## config.mk

```make
export PLATFORM = sky130hd
export DESIGN_NAME = sprite_hit_unit
export DESIGN_NICKNAME = d
export VERILOG_FILES = /design/src/rtl/sprite_pkg.sv /design/src/rtl/sprite_box_test.sv /design/src/rtl/sprite_hit_unit.sv
export SDC_FILE = /design/constraint.sdc
export NUM_CORES = 1
export LEC_CHECK = 0
export ABC_AREA = 1
export ABC_CLOCK_PERIOD_IN_PS = 3700
export CAP_MARGIN = 20
export CORE_ASPECT_RATIO = 1.25
export CORE_MARGIN = 8
export CORE_UTILIZATION = 53
export CTS_CLUSTER_SIZE = 20
export DETAILED_ROUTE_END_ITERATION = 6
export PLACE_DENSITY = 0.85
export RECOVER_POWER = 50
export SETUP_SLACK_MARGIN = 0.3
export SLEW_MARGIN = 10
export SYNTH_ARGS = -nofsm -noshare
export SYNTH_HDL_FRONTEND = slang
export SYNTH_SLANG_ARGS = --single-unit
```

## constraint.sdc

```tcl
create_clock -name Clk -period 3.7 [get_ports Clk]
set_input_delay 0.74 -clock Clk [delete_from_list [all_inputs] [get_ports Clk]]
set_output_delay 0.74 -clock Clk [all_outputs]
set_load 0.02 [all_outputs]
```

## src/rtl/sprite_pkg.sv

```systemverilog
// Shared coordinate types and the signed window test used by every sprite channel.
package sprite_pkg;

  localparam int COORD_W = 10;

  typedef logic [COORD_W-1:0]  coord_t;
  typedef logic signed [COORD_W:0] scoord_t;

  function automatic logic abs_le(scoord_t d, int lim);
    int v;
    v = int'(d);
    return (v <= lim) && (v >= -lim);
  endfunction

endpackage

```

## src/rtl/sprite_box_test.sv

```systemverilog
// One sprite channel: signed distance from the box centre, inclusive window test and sprite-local offsets.
module sprite_box_test #(
  parameter int COORD_W = 10,
  parameter int HALF_W  = 42,
  parameter int HALF_H  = 46,
  parameter int LX_W    = 7,
  parameter int LY_W    = 7
) (
  input  logic               en_i,
  input  logic [COORD_W-1:0] x_i,
  input  logic [COORD_W-1:0] y_i,
  input  logic [COORD_W-1:0] cx_i,
  input  logic [COORD_W-1:0] cy_i,
  output logic               in_o,
  output logic [LX_W-1:0]    off_x_o,
  output logic [LY_W-1:0]    off_y_o
);
  import sprite_pkg::*;

  logic signed [COORD_W:0]   dx;
  logic signed [COORD_W:0]   dy;
  logic signed [COORD_W+1:0] sumX;
  logic signed [COORD_W+1:0] sumY;
  logic                      inX;
  logic                      inY;
  logic                      unused_hi;

  // Zero-extended operands keep a centre near 0 from aliasing onto the far screen edge.
  assign dx = $signed({1'b0, x_i}) - $signed({1'b0, cx_i});
  assign dy = $signed({1'b0, y_i}) - $signed({1'b0, cy_i});

  if (COORD_W == sprite_pkg::COORD_W) begin : g_pkg
    assign inX = abs_le(scoord_t'(dx), HALF_W);
    assign inY = abs_le(scoord_t'(dy), HALF_H);
  end else begin : g_wide
    assign inX = (int'(dx) <= HALF_W) && (int'(dx) >= -HALF_W);
    assign inY = (int'(dy) <= HALF_H) && (int'(dy) >= -HALF_H);
  end

  assign in_o = en_i && inX && inY;

  assign sumX    = (COORD_W+2)'(dx) + (COORD_W+2)'(HALF_W);
  assign sumY    = (COORD_W+2)'(dy) + (COORD_W+2)'(HALF_H);
  assign off_x_o = sumX[LX_W-1:0];
  assign off_y_o = sumY[LY_W-1:0];

  assign unused_hi = ^{sumX[COORD_W+1:LX_W], sumY[COORD_W+1:LY_W]};

endmodule

```

## src/rtl/sprite_hit_unit.sv

```systemverilog
// Multi-sprite hit detector: frame-shadowed sprite state, 2-stage priority pipeline.
// Per-frame collision flags are built only when SPRITE_HIT_COLLISION_EN is defined.
module sprite_hit_unit #(
  parameter int  NUM_SPRITES = 4,
  parameter int  COORD_W     = 10,
  parameter int  HALF_W      = 42,
  parameter int  HALF_H      = 46,
  localparam int ID_W        = (NUM_SPRITES > 1) ? $clog2(NUM_SPRITES) : 1,
  localparam int LX_W        = $clog2(2*HALF_W+1),
  localparam int LY_W        = $clog2(2*HALF_H+1)
) (
  input  logic                           Clk,
  input  logic                           Reset_n,
  input  logic                           frame_start,
  input  logic                           pix_valid,
  input  logic [COORD_W-1:0]             DrawX,
  input  logic [COORD_W-1:0]             DrawY,
  input  logic [NUM_SPRITES-1:0]         sprite_en,
  input  logic [NUM_SPRITES*COORD_W-1:0] center_x,
  input  logic [NUM_SPRITES*COORD_W-1:0] center_y,
  output logic                           hit_valid,
  output logic                           hit,
  output logic [ID_W-1:0]                hit_id,
  output logic [LX_W-1:0]                local_x,
  output logic [LY_W-1:0]                local_y,
  output logic [NUM_SPRITES-1:0]         collision
);

  logic [NUM_SPRITES-1:0]         en_q;
  logic [NUM_SPRITES*COORD_W-1:0] cx_q;
  logic [NUM_SPRITES*COORD_W-1:0] cy_q;

  logic [NUM_SPRITES-1:0] in_c;
  logic [LX_W-1:0]        offX_c [NUM_SPRITES];
  logic [LY_W-1:0]        offY_c [NUM_SPRITES];

  logic [NUM_SPRITES-1:0] in_q;
  logic [LX_W-1:0]        offX_q [NUM_SPRITES];
  logic [LY_W-1:0]        offY_q [NUM_SPRITES];
  logic                   valid1_q;

  logic            hit_d,   hit_q;
  logic [ID_W-1:0] id_d,    id_q;
  logic [LX_W-1:0] lx_d,    lx_q;
  logic [LY_W-1:0] ly_d,    ly_q;
  logic            hitValid_q;

  for (genvar i = 0; i < NUM_SPRITES; i++) begin : g_box
    sprite_box_test #(
      .COORD_W (COORD_W),
      .HALF_W  (HALF_W),
      .HALF_H  (HALF_H),
      .LX_W    (LX_W),
      .LY_W    (LY_W)
    ) u_box (
      .en_i    (en_q[i]),
      .x_i     (DrawX),
      .y_i     (DrawY),
      .cx_i    (cx_q[i*COORD_W +: COORD_W]),
      .cy_i    (cy_q[i*COORD_W +: COORD_W]),
      .in_o    (in_c[i]),
      .off_x_o (offX_c[i]),
      .off_y_o (offY_c[i])
    );
  end

  // Shadows change only at frame_start, so a pixel in stage 1 on that edge still sees the old set.
  always_ff @(posedge Clk) begin
    if (!Reset_n) begin
      en_q     <= '0;
      cx_q     <= '0;
      cy_q     <= '0;
      in_q     <= '0;
      offX_q   <= '{default: '0};
      offY_q   <= '{default: '0};
      valid1_q <= 1'b0;
    end else begin
      if (frame_start) begin
        en_q <= sprite_en;
        cx_q <= center_x;
        cy_q <= center_y;
      end
      in_q     <= in_c & {NUM_SPRITES{pix_valid}};
      offX_q   <= offX_c;
      offY_q   <= offY_c;
      valid1_q <= pix_valid;
    end
  end

  // Walking from the top index down leaves the lowest-index hit as the winner.
  always_comb begin
    hit_d = |in_q;
    id_d  = '0;
    lx_d  = '0;
    ly_d  = '0;
    for (int i = NUM_SPRITES - 1; i >= 0; i--) begin
      if (in_q[i]) begin
        id_d = ID_W'(i);
        lx_d = offX_q[i];
        ly_d = offY_q[i];
      end
    end
  end

  always_ff @(posedge Clk) begin
    if (!Reset_n) begin
      hitValid_q <= 1'b0;
      hit_q      <= 1'b0;
      id_q       <= '0;
      lx_q       <= '0;
      ly_q       <= '0;
    end else begin
      hitValid_q <= valid1_q;
      hit_q      <= hit_d;
      id_q       <= id_d;
      lx_q       <= lx_d;
      ly_q       <= ly_d;
    end
  end

  assign hit_valid = hitValid_q;
  assign hit       = hit_q;
  assign hit_id    = id_q;
  assign local_x   = lx_q;
  assign local_y   = ly_q;

`ifdef SPRITE_HIT_COLLISION_EN
  logic [NUM_SPRITES-1:0] set_c;
  logic [NUM_SPRITES-1:0] sticky_q;
  logic [NUM_SPRITES-1:0] coll_q;

  always_comb begin
    set_c = '0;
    for (int i = 0; i < NUM_SPRITES; i++) begin
      set_c[i] = pix_valid && in_c[i] && ((in_c & ~(NUM_SPRITES'(1) << i)) != '0);
    end
  end

  // The frame_start cycle's own overlaps still belong to the frame that is closing.
  always_ff @(posedge Clk) begin
    if (!Reset_n) begin
      sticky_q <= '0;
      coll_q   <= '0;
    end else if (frame_start) begin
      coll_q   <= sticky_q | set_c;
      sticky_q <= '0;
    end else begin
      sticky_q <= sticky_q | set_c;
    end
  end

  assign collision = coll_q;
`else
  assign collision = '0;
`endif

endmodule

```

==> summary.txt, run 1 <==
Clock tree
  • TritonCTS buffer count: 17
  • Setup Buffers After CTS: 0
  • Hold buffers post-CTS: 0
  • H-tree depth: 4
  • Reg clk slew, reported paths: 0.07 ns
  • Num Clock Sinks: 163
  • Post-CTS resize count: 0
  • Clk root buf: clkbuf_16
  • CTS tree: built
  • Longest Clk Path Bufs: 2
  • Clock Latency Late Sink: 0.44 ns

Logic synthesis
  • Post-synth EDFFs: 0
  • Ys async rst share: 0%
  • Post-Synthesis Cells: 1640
  • Unique masters post-synth: 39
  • Ys flop type: dfxtp_1
  • Register area share after synthesis: 30.3%
  • Yosys warns: 0
  • Mapped Area: 0.0108 sq mm
  • Number of synthesized register bits: 163
  • Syn_area_per_cell: 6.56 sq um

Layout
  • Nets: 1961
  • Share of layout cells above drive strength 1: 3.98%
  • Register Area: 0.00326 sq mm
  • Post-Layout Cell Count: 2028
  • Fin area: 0.0128 sq mm
  • ANT cells: 0
  • Commonest non-fill, non-tap cell in the layout: nand2_1
  • Footprint of the multi-input gates: 0.00633 sq mm
  • Area grow syn2layout: 19.1%
  • Commonest non-fill, non-tap cells in the layout: nand2_1, inv_1, a21oi_1, dfxtp_1, o21ai_0
  • Fillers: 1793

Power and ir drop
  • Static leakage: 6.31 nW
  • VDD IR max: 348 uV
  • Total power: 0.00548 W
  • PwrDens: 427 mW/mm^2

Setup path
  • CP cell instances: buf_4 > clkbuf_1 > o21ai_0 > a21oi_1
  • Worst path bufs/invs: 2
  • WP data arrival: 3.41 ns
  • FF-to-FF Start: cx_q[30]$_SDFFE_PN0P_
  • Worst EP required: 4.03 ns
  • Max FO, Critical Path: 63
  • Worst R2R End: in_q[3]$_SDFF_PN0_
  • CP peak stage delay: 1.56 ns
  • Worst Path Class, Setup: input pin to register
  • Worst setup EP type: register
  • Critical path's top delay family: buffers and inverters
  • Worst r2r path cells: 16
  • R2R Setup Slk: 1.24 ns
  • Worst setup SP type: input pin
  • Slowest stage cell, crit path: clkbuf_1

Job
  • Max-cap check violation count: 1

Routing
  • Routed Antenna Nets: 0
  • Routed vias/inst: 5.26
  • # DRC: 0
  • WL per Instance: 14.3 microns
  • Drt first-iter violations: 758
  • Via count: 10700
  • DRT Wirelength: 28900 microns
  • DR pass1 iterations: 5

Floorplanning
  • Starting Density: 53.7%
  • Die Footprint: 0.0252 sq mm
  • Die width: 143 microns
  • Boundary Pins: 130
  • Row count: 58
  • Core Area: 0.0200 sq mm
  • Die Ht: 175 microns

Global routing
  • Global route overflow: 0
  • Antenna violations before repair: 0
  • Gr usage total: 23.4%
  • First-pass GRT wire length: 47600 microns
  • Largest net degree at the start of global routing: 82
  • Vias in the first global route: 10200

Timing
  • Final critical-path required period: 3.08 ns
  • Worst-margin pin slew: 2.12 ns
  • Fin crit share: 83.2%
  • Max Slew Vio Count: 61
  • Setup TNS: 0 ns
  • Worst Skew: 0.0145 ns
  • Final setup viols: 0
  • Min Hold Slack: 0.416 ns
  • Fmax: 325 MHz
  • RSZ-0062 raised after global routing: false
  • Final Hold Vio Count: 0
  • Worst relative slew slack: -41.0%

Placement
  • IO Port Bufs: 125
  • Hpwl dp: 23100 microns
  • Placed cell areas: 0.0122 sq mm
  • Placed insts: 1996
  • Placer Congestion: 0.901

Min path
  • Worst Hold Launch: valid1_q$_SDFF_PN0_
  • Worst hold stages: 2
  • Worst Hold Class: register to register
  • Min-Delay Endpoint: hit_valid$_SDFF_PN0_

Run status
  • Failing checks: max-capacitance violations, max-slew violations
  • Status: finished with violations
## state kept, by name, indices dropped and copies added (netlist names)
name / flops
cx_q: 40
cy_q: 40
en_q: 4
hit: 1
hit_id: 2
hit_valid: 1
in_q: 4
local_x: 7
local_y: 7
offX_q: 28
offY_q: 28
valid1_q: 1
## synth_stat cells (2+ instances only)
library cell	n	share of area (%)
fa_1	8	1.5
dfxtp_1	163	30
o21bai_1	10	0.70
inv_1	258	9.0
a21oi_1	163	7.6
a21oi_2	6	0.49
o21ai_0	134	6.2
nor2_1	110	3.8
or2_2	4	0.23
inv_2	2	0.070
and3_1	2	0.12
buf_1	7	0.24
xnor2_1	2	0.16
clkbuf_1	37	1.3
a31oi_1	8	0.46
nand4_1	21	1.2
buf_4	4	0.28
nor3_1	10	0.46
nand3_1	126	5.9
ha_1	100	12
o21ai_1	3	0.14
nand2_1	406	14
nand2_2	8	0.46
xor2_1	6	0.49
clkinv_1	2	0.070
nand3b_1	21	1.5
nor2_2	3	0.17
nand3_2	5	0.46
## worst max-delay path by stage
stage / from / cells after the start / to
floorplan: DrawX[0] / 17 / in_q[3]$_SDFF_PN0_
global placement: DrawY[1] / 15 / in_q[2]$_SDFF_PN0_
detailed placement: DrawY[1] / 15 / in_q[2]$_SDFF_PN0_
CTS: DrawY[1] / 15 / in_q[2]$_SDFF_PN0_
global route: Reset_n / 4 / offY_q[6]$_SDFF_PN0_
finish: Reset_n / 4 / offY_q[6]$_SDFF_PN0_
## routing by layer
metal | wire length, microns | track usage (%)
met5 | 0 | 0
met4 | 1340 | 12.0
met3 | 1530 | 4.32
met2 | 14000 | 41.2
met1 | 12000 | 26.2
## kinds of logic (layout without fill, tap and decap cells)
logic type,count (synthesis),in the layout,share of synthesized area [%]
buffers and inverters,311,426,11.0
other,1,4,0.0348
AO/OA/AOI/OAI,326,326,15.7
adder cells (fa/ha/maj),108,108,13.1
XOR/XNOR,10,10,0.953
AND/OR/NAND/NOR,721,721,28.8
flip-flops,163,163,30.3
## per-stage QoR
step | utilization [%] | setup slack, ns
3_3_place_gp | 61.1 | 0.350
5_1_grt | 64.0 | 0.277
3_5_place_dp | 61.1 | 0.256
6_report | 64.0 | 0.623
4_1_cts | 64.1 | 0.687
2_1_floorplan | - | 1.08
## report_power, final
group / total (W) / internal, W / switching, W
clock: 0.00181 / 0.000973 / 0.000841
sequential: 0.00198 / 0.00193 / 0.0000519
combinational: 0.00168 / 0.000633 / 0.00105
## worst reg2reg max path: cells and delay by family (launching register included)
family	cells	cell delay [ns]
DFF	1	0.40
AOI/OAI and AO/OA	1	0.15
xor gates and xnor gates	1	0.29
buffers and inverters	2	0.21
and+or+nand+nor	9	0.53
adders and majority gates	3	0.77
## layout make-up
type	instances	share of cell area, %
Sequential cell	163	25.4
Clock buffer	17	3.32
Inverter	263	7.73
Timing Repair Buffer	131	10.1
Multi-Input combinational cell	1169	49.4
Tap cell	270	2.63
Clock inverter	15	1.43
(Power assumes the default switching activity.)
==> run 2, diff against run 1 <==
- ABC_CLOCK_PERIOD_IN_PS: 3700 -> 3200
- clock period: 3.7 -> 3.2 ns (I/O delays scaled with it)
==> run 2 against run 1 <==
  * Clock power up 12%
  * The flow now finishes without violations
  * Worst setup slack worse by 0.19 ns
  * Largest power group unchanged
  * Sequential cell count unchanged
==> summary.txt, run 2 (synthesis gave the netlist of run 1 again) <==
Run status
  • Status: finished clean

Floorplanning
  • Die width: 143 microns (unchanged)
  • Die Footprint: 0.0252 sq mm (unchanged)
  • Core Area: 0.0200 sq mm (unchanged)
  • Starting Density: 53.7% (unchanged)
  • Row count: 58 (unchanged)
  • Boundary Pins: 130 (unchanged)
  • Die Ht: 175 microns (unchanged)

Global routing
  • Vias in the first global route: 10600 (+3.0%)
  • First-pass GRT wire length: 49200 microns (+3.2%)
  • Global route overflow: 0 (unchanged)
  • Largest net degree at the start of global routing: 76 (-7.3%)
  • Gr usage total: 24.2% (+0.78 points)
  • Antenna violations before repair: 0 (unchanged)

Clock tree
  • TritonCTS buffer count: 17 (unchanged)
  • Post-CTS resize count: 0 (unchanged)
  • CTS tree: built
  • Reg clk slew, reported paths: 0.07 ns (about the same)
  • Clk root buf: clkbuf_16
  • Clock Latency Late Sink: 0.44 ns (about the same)
  • Hold buffers post-CTS: 0 (unchanged)
  • Num Clock Sinks: 163 (unchanged)
  • Longest Clk Path Bufs: 2 (unchanged)
  • Setup Buffers After CTS: 0 (unchanged)
  • H-tree depth: 4 (unchanged)

Setup path
  • CP peak stage delay: 0.44 ns (-1.12 ns)
  • R2R Setup Slk: 0.91 ns (-0.33 ns)
  • Worst EP required: 3.58 ns (-0.45 ns)
  • Worst setup EP type: register
  • CP most frequent cell: nand2_1
  • Worst R2R End: in_q[0]$_SDFF_PN0_
  • Slowest stage cell, crit path: fa_1
  • WP data arrival: 3.15 ns (-0.26 ns)
  • FF-to-FF Start: cx_q[0]$_SDFFE_PN0P_
  • Max FO, Critical Path: 4 (-94%)
  • Worst path bufs/invs: 5 (+3)
  • CP cell instances: clkdlybuf4s50_1 > inv_1 > ha_1 > inv_1 > fa_1 > xor2_2 > inv_1 > ha_1 > nand2_1 > nand2_1 > nand2_1 > inv_1 > nand2_1 > nand3_1 > nand2_1 > nand2_1 > nor2_1
  • Worst Path Class, Setup: input pin to register
  • Critical path's top delay family: adder cells
  • Worst r2r path cells: 14 (-2)
  • Worst setup SP type: input pin

Power and ir drop
  • Static leakage: 6.34 nW (+0.50%)
  • VDD IR max: 424 uV (+22%)
  • PwrDens: 488 mW/mm^2 (+14%)

Layout
  • Share of layout cells above drive strength 1: 4.53% (+0.55 points)
  • Commonest non-fill, non-tap cells in the layout: nand2_1, inv_1, a21oi_1, dfxtp_1, o21ai_0
  • Register Area: 0.00326 sq mm (unchanged)
  • Commonest non-fill, non-tap cell in the layout: nand2_1
  • Finished Core Util: 64.3% (+0.29 points)
  • Fin area: 0.0129 sq mm (+0.46%)
  • Fillers: 1823 (+1.7%)
  • Area grow syn2layout: 19.7%
  • ANT cells: 0 (unchanged)
  • Footprint of the multi-input gates: 0.00634 sq mm (+0.16%)
  • Biggest regs: cx_q x40, cy_q x40
  • Nets: 1968 (+0.36%)
  • Post-Layout Cell Count: 2035 (+0.35%)

Placement
  • Placed cell areas: 0.0123 sq mm (+0.63%)
  • IO Port Bufs: 125 (unchanged)
  • Placed insts: 2003 (+0.35%)
  • Hpwl dp: 23500 microns (+1.7%)
  • Placer Congestion: 0.875 (-2.8%)

Timing
  • Setup TNS: 0 ns (unchanged)
  • Final setup viols: 0 (unchanged)
  • Max Slew Vio Count: 0 (-100%)
  • Worst Skew: 0.00648 ns (-0.00800 ns)
  • Worst relative slew slack: 18.4% (+59 points)
  • RSZ-0062 raised after global routing: true
  • Final Hold Vio Count: 0 (unchanged)
  • Final critical-path required period: 2.77 ns
  • Fmax: 361 MHz
  • Fin crit share: 86.6%
  • Worst-margin pin slew: 1.22 ns (-0.893 ns)

Min path
  • Worst Hold Class: register to register
  • Min-Delay Endpoint: hit_valid$_SDFF_PN0_
  • Worst hold stages: 2 (unchanged)
  • Worst Hold Launch: valid1_q$_SDFF_PN0_

Routing
  • Drt first-iter violations: 610 (-20%)
  • # DRC: 0 (unchanged)
  • DRT Wirelength: 29700 microns (+2.5%)
  • DR pass1 iterations: 5 (unchanged)
  • Via count: 10800 (+0.95%)
  • Routed Antenna Nets: 0 (unchanged)
  • Routed vias/inst: 5.29 (+0.60%)
  • WL per Instance: 14.6 microns (+2.2%)

Job
  • Max-cap check violation count: 0 (-1)
[run 2: changes by cell type in the layout (fill, tap and decap cells not counted), sizes merged, moves of 2 or more]
cell	before	now
clkbuf	20	23
buf	4	11
clkinvlp	1	3
dlygate4sd3	3	1
inv	269	265
[run 2: cell type report]
cell class                      count  share of cell area, %
Multi-Input combinational cell   1169                   49.2
Tap cell                          270                   2.62
Timing Repair Buffer              138                   10.7
Sequential cell                   163                   25.3
Clock inverter                     12                  0.942
Clock buffer                       20                   3.54
Inverter                          263                   7.69
[run 2: worst max-delay path by stage]
stage,start,slack [ns],depth (start not counted),endpoint
2_1_floorplan,DrawX[0],0.68,17,in_q[3]$_SDFF_PN0_
3_3_place_gp,DrawY[0],0.03,17,in_q[2]$_SDFF_PN0_
3_5_place_dp,DrawY[0],-0.02,17,in_q[2]$_SDFF_PN0_
4_1_cts,DrawY[0],0.37,17,in_q[2]$_SDFF_PN0_
5_1_grt,DrawY[0],0.25,17,in_q[2]$_SDFF_PN0_
6_report,DrawY[0],0.43,17,in_q[2]$_SDFF_PN0_
[run 2: routing by layer]
metal	GRT usage, %	up-vias	routed length, microns	part of all wire (%)
li1	-	5521	-	-
met1	27.5	4868	12400	42
met2	43.3	293	14800	50
met3	3.56	78	1370	4.6
met4	11.1	0	1140	3.8
met5	0	-	0	0
[run 2: stage by stage]
stage	hold WS [ns]	total power [W]	worst slack, ns
4_1_cts	0.416	0.00628	0.373
5_1_grt	0.445	0.00668	0.248
6_report	0.419	0.00629	0.428
3_3_place_gp	0.403	0.00421	0.0335
3_5_place_dp	0.401	0.00426	-0.0172
2_1_floorplan	0.390	0.00370	0.678
[run 2: tightest hold or removal path: cells and delay by family (launching register included)]
family	cells	cell delay (ns)
DFF	1	0.31
buffers and inverters	1	0.04
and+or+nand+nor	1	0.04
[run 2: where the power goes]
part	switching, W	leakage [nW]	internal (W)
logic	0.00123	4.71	0.000746
clock network	0.000892	0.276	0.00113
registers	0.0000635	1.35	0.00223
==> run 3, diff against run 2 <==
- CORE_MARGIN: 8 -> 2
- CTS_BUF_LIST: not set -> sky130_fd_sc_hd__clkbuf_8 sky130_fd_sc_hd__clkbuf_16
==> run 3 against run 2 <==
  * Design area grew 1.0%
  * Register-to-register slack lost 0.06 ns
  * Sequential power is essentially flat
  * Non-clock buffer count grew 13
  * Sequential cell count is the same
  * Critical path depth grew 1
  * Clock skew grew 0.0015 ns
  * Clock power grew 5%
  * Fmax grew 0.39%
  * Combinational power grew 2%
  * Sequential share of layout area shrank 0.25 points
  * Critical path type unchanged
  * Critical endpoint unchanged
  * Largest cell class unchanged
  * Highest routed layer unchanged
==> summary.txt, run 3 (synthesis gave the netlist of run 1 again) <==
Clock tree
  • H-tree depth: 4 (unchanged)
  • Hold buffers post-CTS: 0 (unchanged)
  • Reg clk slew, reported paths: 0.07 ns (about the same)
  • Clock Latency Late Sink: 0.45 ns (about the same)
  • CTS tree: built
  • TritonCTS buffer count: 17 (unchanged)
  • Clk root buf: clkbuf_16
  • Longest Clk Path Bufs: 2 (unchanged)
  • Num Clock Sinks: 163 (unchanged)

Timing
  • Final setup viols: 0 (unchanged)
  • Fin crit share: 86.3% (-0.33 points)
  • Final Hold Vio Count: 0 (unchanged)
  • Max Slew Vio Count: 0 (unchanged)
  • Worst Skew: 0.00800 ns (+0.00152 ns)
  • Worst relative slew slack: 12.9% (-5.5 points)
  • Setup TNS: 0 ns (unchanged)
  • Min Hold Slack: 0.423 ns (+0.00458 ns)
  • RSZ-0062 raised after global routing: false
  • Worst-margin pin slew: 1.31 ns (+0.0838 ns)
  • Fmax: 362 MHz (+0.39%)
  • Final critical-path required period: 2.76 ns (-0.0106 ns)

Layout
  • Nets: 1981 (+0.66%)
  • Area grow syn2layout: 20.9%
  • Commonest non-fill, non-tap cell in the layout: nand2_1
  • Finished Core Util: 65.0% (+0.64 points)
  • Biggest regs: cx_q x40, cy_q x40
  • ANT cells: 0 (unchanged)
  • Fin area: 0.0130 sq mm (+1.0%)
  • Fillers: 1768 (-3.0%)
  • Commonest non-fill, non-tap cells in the layout: nand2_1, inv_1, a21oi_1, dfxtp_1, o21ai_0
  • Share of layout cells above drive strength 1: 5.34% (+0.81 points)

Floorplanning
  • Die Ht: 163 microns (-6.8%)
  • Die width: 131 microns (-8.4%)
  • Boundary Pins: 130 (unchanged)
  • Core Area: 0.0200 sq mm (unchanged)
  • Die Footprint: 0.0215 sq mm (-15%)
  • Row count: 58 (unchanged)
  • Starting Density: 53.7% (unchanged)

Power and ir drop
  • Flop pwr share: 35.7% (-0.8 points)
  • Switching share of total power: 35.8% (+1.1 points)
  • Logic pwr share: 31.3% (about the same)
  • Sw Pwr: 0.00230 W (+5.3%)
  • VDD IR max: 416 uV (-1.7%)
  • Static leakage: 6.42 nW (+1.3%)
  • Total power: 0.00641 W (+2.0%)
  • Total internal power: 0.00412 W (+0.33%)
  • PwrDens: 493 mW/mm^2 (+1.0%)
  • Clk network pwr share: 33.0% (+0.9 points)

Job
  • Max-cap check violation count: 0 (unchanged)

Routing
  • DRT Wirelength: 29300 microns (-1.1%)
  • WL per Instance: 14.3 microns (-1.8%)
  • DR pass1 iterations: 7 (+2)
  • Drt first-iter violations: 805 (+32%)
  • Routed Antenna Nets: 0 (unchanged)
  • # DRC: 0 (unchanged)
  • Routed vias/inst: 5.29 (about the same)
  • Via count: 10800 (+0.70%)

Global routing
  • Vias in the first global route: 10300 (-2.3%)
  • Antenna violations before repair: 0 (unchanged)
  • First-pass GRT wire length: 47800 microns (-2.7%)
  • Global route overflow: 0 (unchanged)
  • Gr usage total: 27.4% (+3.2 points)
  • Largest net degree at the start of global routing: 64 (-16%)

Placement
  • IO Port Bufs: 125 (unchanged)
  • Placer Congestion: 0.930 (+6.3%)
  • Placed cell areas: 0.0124 sq mm (+0.77%)
  • Hpwl dp: 23000 microns (-2.3%)

Setup path
  • Max FO, Critical Path: 4 (unchanged)
  • Worst Path Class, Setup: input pin to register
  • WP data arrival: 3.14 ns (about the same)
  • Worst EP required: 3.58 ns (about the same)
  • Worst setup EP type: register
  • Worst setup SP type: input pin

Min path
  • Worst Hold Class: register to register

Run status
  • Status: finished clean
## run 3: changes by cell type in the layout (fill, tap and decap cells not counted), sizes merged
cell	delta
clkdlybuf4s50	+2
buf	+14
dlygate4sd3	-1
clkinv	+2
dlymetal6s2s	-1
inv	+4
clkbuf	-4
clkinvlp	-3
## run 3: through the flow
step | setup slack, ns | cells
final | 0.439 | 2048
after global routing | 0.187 | 2048
after CTS | 0.367 | 2048
after detailed placement | -0.0383 | 2016
after global placement | 0.0549 | 2016
after floorplan | 0.678 | 1643
## run 3: area by class of cell
cell class                 count  area, sq um  area share, %
clock buffer                  17          425           3.27
clock inverter                15          183           1.40
inverter                     263          991           7.61
multi-input combinational   1169         6340           48.7
sequential                   163         3260           25.1
tap                          270          338           2.60
timing repair buffer         151         1470           11.3
## run 3: what timing repair did
action / in CTS / in global routing
buffers inserted: 0 / 0
setup endpoints to repair: 0 / 3
resized for setup: 0 / 4
## run 3: critical path: stages
cell and delay (ns):
clkdlybuf4s50_1 0.42, inv_2 0.12, ha_1 0.18, inv_1 0.09, fa_2 0.39, xor2_2 0.21
ha_1 0.20, inv_1 0.06, nor2_1 0.04, nand3_1 0.08, nand2_1 0.05, nand2_1 0.06
nand3_1 0.06, nor2_1 0.11, nor2_1 0.07, nor2_1 0.20, nand2_1 0.07, nor2_1 0.09
## run 3: layer usage
layer  vias up  part of all wire [%]  global-route usage (%)
met5         -                     0                       0
met4         0                   3.8                    12.2
met3        84                   4.6                    4.10
met2       331                    50                    50.5
met1      4875                    42                    31.4
li1       5545                     -                       -
## run 3: power groups by stage
stage               logic [W]  clock network (W)  registers [W]
floorplan             0.00138                  0        0.00231
global placement      0.00190                  0        0.00233
detailed placement    0.00195                  0        0.00233
CTS                   0.00197            0.00212        0.00229
global route          0.00226            0.00220        0.00230
finish                0.00201            0.00212        0.00229
## run 3: final timing paths
kind              depth (start not counted)             startpoint                   end  slack (ns)
setup reg to reg                         16  cx_q[20]$_SDFFE_PN0P_    in_q[2]$_SDFF_PN0_        0.85
hold / removal                            2    valid1_q$_SDFF_PN0_  hit_valid$_SDFF_PN0_        0.42
hold reg to reg                           2    valid1_q$_SDFF_PN0_  hit_valid$_SDFF_PN0_        0.42
setup / recovery                         18               DrawY[0]    in_q[2]$_SDFF_PN0_        0.44
